===== src/rtl/semaforo.sv =====
// Two-way traffic light controller. Four Moore phases, each held for a parameterised number of cycles.
// Optional request button (build macro SEMAFORO_BT_EN) cuts the A-green phase short.
module semaforo #(
    parameter logic [7:0] VERDE    = 8'd1,
    parameter logic [7:0] AMARELO  = 8'd3,
    parameter logic [7:0] VERMELHO = 8'd2
) (
    input  logic       clk,
    input  logic       rst,
    input  logic       bt,
    output logic [2:0] A,
    output logic [2:0] B
);

    // One-hot phase register, so corrupted encodings can be detected and recovered.
    localparam logic [3:0] P0 = 4'b0001;
    localparam logic [3:0] P1 = 4'b0010;
    localparam logic [3:0] P2 = 4'b0100;
    localparam logic [3:0] P3 = 4'b1000;

    localparam logic [2:0] LT_GREEN  = 3'b001;
    localparam logic [2:0] LT_YELLOW = 3'b010;
    localparam logic [2:0] LT_RED    = 3'b100;

    // A zero duration is treated as one cycle.
    localparam logic [7:0] DUR_VERDE    = (VERDE    == 8'd0) ? 8'd1 : VERDE;
    localparam logic [7:0] DUR_AMARELO  = (AMARELO  == 8'd0) ? 8'd1 : AMARELO;
    localparam logic [7:0] DUR_VERMELHO = (VERMELHO == 8'd0) ? 8'd1 : VERMELHO;

    logic [3:0] phase_q, phase_d;
    logic [7:0] cnt_q, cnt_d;
    logic [7:0] dur;
    logic       last;
    logic       bt_go;

    always_comb begin
        dur = DUR_VERDE;
        case (phase_q)
            P0:      dur = DUR_VERDE;
            P1:      dur = DUR_AMARELO;
            P2:      dur = DUR_VERMELHO;
            P3:      dur = DUR_AMARELO;
            default: dur = 8'd1;
        endcase
        last = (cnt_q == (dur - 8'd1));
    end

`ifdef SEMAFORO_BT_EN
    assign bt_go = bt && (phase_q == P0);
`else
    // Button disabled: port kept, value never reaches the phase logic.
    assign bt_go = bt & 1'b0;
`endif

    always_comb begin
        phase_d = phase_q;
        cnt_d   = cnt_q + 8'd1;
        case (phase_q)
            P0: begin
                if (last || bt_go) begin
                    phase_d = P1;
                    cnt_d   = 8'd0;
                end
            end
            P1: begin
                if (last) begin
                    phase_d = P2;
                    cnt_d   = 8'd0;
                end
            end
            P2: begin
                if (last) begin
                    phase_d = P3;
                    cnt_d   = 8'd0;
                end
            end
            P3: begin
                if (last) begin
                    phase_d = P0;
                    cnt_d   = 8'd0;
                end
            end
            default: begin
                phase_d = P0;
                cnt_d   = 8'd0;
            end
        endcase
    end

    always_ff @(posedge clk) begin
        if (rst) begin
            phase_q <= P0;
            cnt_q   <= 8'd0;
        end else begin
            phase_q <= phase_d;
            cnt_q   <= cnt_d;
        end
    end

    // Outputs depend on the registered phase only.
    always_comb begin
        A = LT_RED;
        B = LT_RED;
        case (phase_q)
            P0: begin A = LT_GREEN;  B = LT_RED;    end
            P1: begin A = LT_YELLOW; B = LT_RED;    end
            P2: begin A = LT_RED;    B = LT_GREEN;  end
            P3: begin A = LT_RED;    B = LT_YELLOW; end
            default: begin A = LT_RED; B = LT_RED;  end
        endcase
    end

endmodule


===== config.mk =====
export PLATFORM = sky130hd
export DESIGN_NAME = semaforo
export DESIGN_NICKNAME = d
export VERILOG_FILES = /design/src/rtl/semaforo.sv
export SDC_FILE = /design/constraint.sdc
export NUM_CORES = 1
export LEC_CHECK = 0
export BUFFER_PORTS_ARGS = -buffer_cell sky130_fd_sc_hd__buf_4
export CAP_MARGIN = 20
export CORE_MARGIN = 4
export CORE_UTILIZATION = 47
export CTS_CLUSTER_DIAMETER = 150
export DETAILED_ROUTE_END_ITERATION = 10
export GPL_TIMING_DRIVEN = 0
export PLACE_DENSITY = 0.79
export RECOVER_POWER = 25
export SYNTH_ARGS = -nofsm -noshare
export SYNTH_HDL_FRONTEND = slang
export SYNTH_SLANG_ARGS = --single-unit

===== constraint.sdc =====
create_clock -name clk -period 1.59 [get_ports clk]
set_input_delay 0.318 -clock clk [delete_from_list [all_inputs] [get_ports clk]]
set_output_delay 0.318 -clock clk [all_outputs]
set_load 0.02 [all_outputs]

==> run_results.csv, run 1 <==
group,metric,value,unit
global_route,antenna_found_initial,0,
floorplan,die_x,44.8,µm
global_route,grt_pass1_vias,570,
power,p_seq_frac,0.314,
drt,vias,602,
clock_tree,clock-sinks,12,
logic_synthesis,ys_ff_latch,12,
worst_hold_path,hold_depth,2,
global_route,grt_use_total,0.174,
layout,final_common_cell,"buf_4",
setup_path,end_kind,"register",
drt,drt-initial-drc-count,14,
logic_synthesis,yosysWarnings,0,
setup_path,r2r-start,"phase_q[0]",
setup_path,cp_cell_sequence,"nor4b_4 -> buf_4 -> xnor2_2 -> o211ai_4 -> buf_6 -> mux2i_2 -> nor2_1",
logic_synthesis,synth_fp_nets,75,
flow_run,maxCapViolCount,0,
layout,drive_above_1_share,0.457,
drt,drtAntennaViolNets,0,
clock_tree,clk_latency,0.27,ns
global_route,gr-total-overflow,0,
clock_tree,cts_buffers,3,
layout,n_antenna_cell,0,
setup_path,crit_required,1.76,ns
power,leakagePower,0.416,nW
global_route,grt_pass1_wl,2550,µm
drt,dr.pass1.iters,4,
logic_synthesis,seq_area_frac_synth,0.378,
layout,nets,99,
power,power_density,1510,nW/µm²
power,p_switching,527,µW
layout,seq_area,259,µm²
floorplan,core,1190,µm²
timing,fin_crit,1.67,ns
drt,wirelength,1720,µm
drt,wire_per_inst,15.9,µm
placement,place_congestion,0.809,
timing,slew_viol_final,0,
timing,hold_viol_final,0,
layout,syn_to_final_growth,45.5,%
setup_path,reg2reg_slack,-0.08,ns
placement,numPortBuffers,7,
clock_tree,cts_root_buffer,"clkbuf_4",
floorplan,io_pins,9,
floorplan,dieArea,2000,µm²
setup_path,worstPathArrival,1.84,ns
power,power_frac_comb,0.504,
power,p_sw_frac,0.378,
worst_hold_path,hp-start,"rst",
drt,drcViolationCount,0,
timing,relSlewSlack,0.764,
setup_path,cpPeakStageDelay,0.38,ns
setup_path,cp_num_buf_inv,2,
clock_tree,clk_pin_slew,0.08,ns
setup_path,timing.rr.end,"phase_q[1]",
floorplan,start_util,0.536,
power,vdd_drop_max,1170,µV
worst_hold_path,hp-class,"primary input to register",
logic_synthesis,synthCells,71,
timing,tightest_slew,0.349,ns
timing,rsz0062_at_grt,"true",
timing,skew,0.00433,ns
timing,worst_slack,-0.0837,ns
setup_path,path_delay_family,"flip-flops",
setup_path,rr_worst_depth,7,
layout,layout_common_cells,"buf_4, nor2_1, xor2_1, dfxtp_1",
outcome,violations,"setup timing",
setup_path,slowest_stage,"dfxtp_4",
floorplan,dieHeight,44.8,µm
power,p_int,869,µW
placement,placed_area,722,µm²
setup_path,crit_fanout,7,
clock_tree,clock_path_buffers,2,
drt,vias_per_cell,5.57,
logic_synthesis,mappedNetlistArea,636,µm²
power,clkPwrFrac,0.182,
layout,post-route-util,0.780,
placement,hpwl,957,µm
worst_hold_path,hold_path_end,"phase_q[1]",
global_route,grt_max_degree,10,
floorplan,rows,12,
timing,max_freq,597,MHz
clock_tree,cts_tree,"yes",
outcome,status,"finished, violations left",
setup_path,start_kind,"register",
timing,setup_tns,-0.571,ns
layout,multi_input_area,439,µm²
layout,final_area,925,µm²
logic_synthesis,yosys.cell_types.count,28,
timing,finalCritPeriodShare,1.05,
logic_synthesis,syn_area_per_cell,8.95,µm²
setup_path,crit_type,"register to register",
layout,nFillCells,77,
timing,setup_viol,16,
clock_tree,htree_levels,1,
## worst register-to-register path: stages, from the launching register on
cell      delay (ns)
dfxtp_4         0.38
nor4b_4         0.31
buf_4           0.19
xnor2_2         0.15
o211ai_4        0.17
buf_6           0.15
mux2i_2         0.18
nor2_1          0.05
## how the worst max path moves through the flow
stage,start,end,cells after the start
global placement,cnt_q[3],phase_q[3],5
finish,phase_q[0],phase_q[1],7
floorplan,phase_q[1],phase_q[3],6
global route,cnt_q[7],phase_q[1],6
detailed placement,cnt_q[3],phase_q[3],5
CTS,cnt_q[7],phase_q[3],5
## layout make-up
| class | count | area share |
|---|---|---|
| timing repair buffer | 20 | 0.171 |
| buffer | 1 | 0.00812 |
| inverter | 2 | 0.00812 |
| sequential | 12 | 0.280 |
| clock buffer | 4 | 0.0392 |
| tap | 14 | 0.0189 |
| multi-input combinational | 55 | 0.475 |
## per-layer routing
layer,GRT usage,routed length [µm],part of all wire,vias to the layer above
met5,0,0,0,-
met3,0.0279,77,0.045,4
met1,0.235,782,0.45,289
met2,0.264,844,0.49,17
met4,0.0936,17,0.0099,0
li1,-,-,-,292
## power by group through the flow
stage / logic [mW] / clock network (mW) / registers (mW)
2_1_floorplan: 0.367 / 0 / 0.376
3_5_place_dp: 0.503 / 0 / 0.385
5_1_grt: 0.751 / 0.280 / 0.445
6_report: 0.704 / 0.254 / 0.438
4_1_cts: 0.549 / 0.255 / 0.425
3_3_place_gp: 0.489 / 0 / 0.383
## metrics by stage
step | total power [mW] | setup WS, ns | hold slack [ns] | std cells
3_3_place_gp | 0.872 | -0.105 | 0.460 | 92
4_1_cts | 1.23 | -0.143 | 0.220 | 103
2_1_floorplan | 0.744 | -0.0598 | 0.383 | 71
3_5_place_dp | 0.888 | -0.162 | 0.475 | 92
6_report | 1.40 | -0.0837 | 0.230 | 108
5_1_grt | 1.48 | -0.179 | 0.235 | 108
## synth_stat cells
cell type,instances,area share
a211oi_1,1,0.012
a21o_1,1,0.012
a21oi_1,2,0.016
and2b_1,1,0.012
and3_1,5,0.049
buf_2,1,0.0079
buf_4,1,0.012
dfxtp_1,12,0.38
ha_1,1,0.020
inv_1,2,0.012
mux2i_1,3,0.047
nand2_1,2,0.012
nand2b_1,1,0.0098
nand3_1,4,0.031
nor2_1,13,0.077
nor2b_1,3,0.030
nor3_2,1,0.016
nor3b_1,1,0.012
nor4_1,1,0.0098
nor4b_4,1,0.037
o2111ai_1,1,0.014
o211ai_2,1,0.020
o21ai_0,1,0.0079
o21bai_1,1,0.012
o311ai_0,1,0.014
or4_1,1,0.012
xnor2_1,3,0.041
xor2_1,5,0.069
## flip-flops by register name, indices dropped and copies added, names as in the netlist
register,count
cnt_q,8
phase_q,4
## logic make-up after synthesis
family | share of synthesized area
fa+ha+maj | 0.0197
buf+inv | 0.0315
xor+xnor | 0.110
compound gates | 0.106
mux | 0.0472
flops | 0.378
simple gates | 0.307
## timing repair
item                                    4_1_cts  5_1_grt
setup buffers                                 8        6
cloned                                        0        0
hold buffers                                  0        0
pin swaps                                     7        3
endpoints found under the hold margin         0        0
endpoints found under the setup margin       17       18
resized for setup                            15        7
Power figures use the tool's default switching activity.
==> run 2, diff against run 1 <==
--- a/config.mk
+++ b/config.mk
@@ -8,11 +8,12 @@
 export BUFFER_PORTS_ARGS = -buffer_cell sky130_fd_sc_hd__buf_4
 export CAP_MARGIN = 20
-export CORE_MARGIN = 4
-export CORE_UTILIZATION = 47
+export CORE_AREA = 4 4 41 43
 export CTS_CLUSTER_DIAMETER = 150
 export DETAILED_ROUTE_END_ITERATION = 10
+export DIE_AREA = 0 0 45 47
 export GPL_TIMING_DRIVEN = 0
-export PLACE_DENSITY = 0.79
+export PLACE_DENSITY = 0.77
 export RECOVER_POWER = 25
+export SKIP_CTS_REPAIR_TIMING = 1
 export SYNTH_ARGS = -nofsm -noshare
 export SYNTH_HDL_FRONTEND = slang
==> constraint.sdc (replaced) <==
create_clock -name clk -period 1.86 [get_ports clk]
set_input_delay 0.558 -clock clk [delete_from_list [all_inputs] [get_ports clk]]
set_output_delay 0.558 -clock clk [all_outputs]
set_load 0.02 [all_outputs]
==> run 2 against run 1 <==
Non-clock buffer count is 11 lower. Largest power group unchanged. Global-route usage decreased by 4.1 points. Register-to-register slack improved by 0.12 ns. Highest routed layer unchanged. Die area rose by 5.5%. Clock skew up 0.0028 ns. The flow still finishes with violations (setup timing).
==> run_results.csv, run 2 (synthesis results as in run 1) <==
group,metric,value,unit
layout,stdcell_count,98,
layout,final_common_cell,"nor2_1",
placement,dp_slack,0.108,ns
power,power_density,1270,nW/µm²
clock_tree,clk_latency,0.28,ns
placement,placed_area,712,µm²
timing,finalCritPeriodShare,1.01,
layout,seq_area,255,µm²
outcome,violations,"setup timing",
setup_path,crit_end,"B[2]",
floorplan,rows,13,
global_route,antenna_found_initial,0,
drt,drt-initial-drc-count,7,
setup_path,crit_required,1.30,ns
layout,nets,88,
clock_tree,clk_pin_slew,0.08,ns
layout,multi_input_area,404,µm²
outcome,status,"finished, violations left",
floorplan,core,1300,µm²
global_route,grt_pass1_vias,472,
drt,vias,530,
drt,wirelength,1270,µm
drt,drcViolationCount,0,
drt,wire_per_inst,13.0,µm
timing,worst_slack,-0.0145,ns
clock_tree,cts_buffers,3,
timing,relSlewSlack,0.728,
setup_path,crit_type,"register to output pin",
timing,setup_viol,1,
timing,tightest_slew,0.403,ns
setup_path,end_kind,"output pin",
power,leakagePower,0.344,nW
worst_hold_path,hp-class,"primary input to register",
timing,fin_crit,1.87,ns
setup_path,worstPathArrival,1.32,ns
timing,slew_viol_final,0,
clock_tree,cts_root_buffer,"clkbuf_4",
timing,max_freq,533,MHz
floorplan,die_x,45,µm
floorplan,dieHeight,47,µm
timing,rsz0062_at_grt,"true",
layout,top_register,"cnt_q",
layout,nFillCells,115,
timing,hold_viol_final,0,
setup_path,crit_fanout,6,
layout,drive_above_1_share,0.313,
layout,reg_top3,"cnt_q: 8 flops, phase_q: 4 flops",
placement,hpwl,849,µm
placement,numPortBuffers,7,
layout,final_area,797,µm²
global_route,grt_max_degree,10,
setup_path,r2r-start,"cnt_q[3]",
setup_path,start_kind,"register",
clock_tree,clock-sinks,12,
layout,largest_register_ffs,8,
clock_tree,cts_tree,"yes",
flow_run,maxCapViolCount,0,
global_route,grt_pass1_wl,1990,µm
drt,dr.pass1.iters,4,
layout,n_antenna_cell,0,
placement,place_congestion,0.809,
clock_tree,htree_levels,1,
clock_tree,clock_path_buffers,2,
setup_path,timing.rr.end,"phase_q[3]",
drt,drtAntennaViolNets,0,
floorplan,io_pins,9,
setup_path,rr_worst_depth,5,
floorplan,start_util,0.488,
power,vdd_drop_max,756,µV
timing,whs,0.466,ns
layout,syn_to_final_growth,25.4,%
timing,skew,0.00712,ns
global_route,gr-total-overflow,0,
drt,vias_per_cell,5.41,
global_route,grt_use_total,0.134,
setup_path,startpoint,"phase_q[1]",
timing,setup_tns,-0.0145,ns
layout,layout_common_cells,"nor2_1, buf_4, dfxtp_1, xor2_1",
setup_path,reg2reg_slack,0.04,ns
floorplan,dieArea,2120,µm²
placement,dpl.cell_count,93,
[run 2: changes by cell type in the layout (fill, tap and decap cells not counted), sizes merged]
cell / previous run / this run
clkbuf: 5 / 4
buf: 20 / 10
[run 2: stage by stage]
stage / utilization / total power [mW]
floorplan: - / 0.613
global placement: 0.547 / 0.721
detailed placement: 0.547 / 0.728
CTS: 0.575 / 0.944
global route: 0.613 / 1.08
finish: 0.613 / 1.01
[run 2: worst min path at each step]
stage	from	to	slack (ns)	cells past startpoint
floorplan	cnt_q[0]	cnt_q[0]	0.44	1
global placement	cnt_q[0]	cnt_q[0]	0.46	1
detailed placement	cnt_q[0]	cnt_q[0]	0.47	1
CTS	rst	phase_q[2]	0.46	2
global route	rst	phase_q[2]	0.47	2
finish	rst	phase_q[1]	0.47	2
[run 2: power breakdown]
part / switching (mW) / total, mW / internal [mW]
logic: 0.215 / 0.433 / 0.217
clock network: 0.0945 / 0.214 / 0.119
registers: 0.0684 / 0.367 / 0.299
[run 2: routing by layer]
metal | GRT usage | vias up | routed length [µm]
met3 | 0.0345 | 2 | 48
met2 | 0.195 | 8 | 568
met5 | 0 | - | 0
li1 | - | 274 | -
met1 | 0.174 | 246 | 625
met4 | 0.0877 | 0 | 28
[run 2: cell type report]
cell class,count,share of cell area
tap,15,0.0235
buffer,1,0.00942
clock buffer,4,0.0455
multi-input combinational,55,0.507
inverter,2,0.00942
timing repair buffer,9,0.0848
sequential,12,0.320
[run 2: worst max-delay path: stages (launching register included)]
cell	delay [ns]
dfxtp_4	0.38
nor4b_4	0.38
nor2_1	0.09
buf_4	0.17
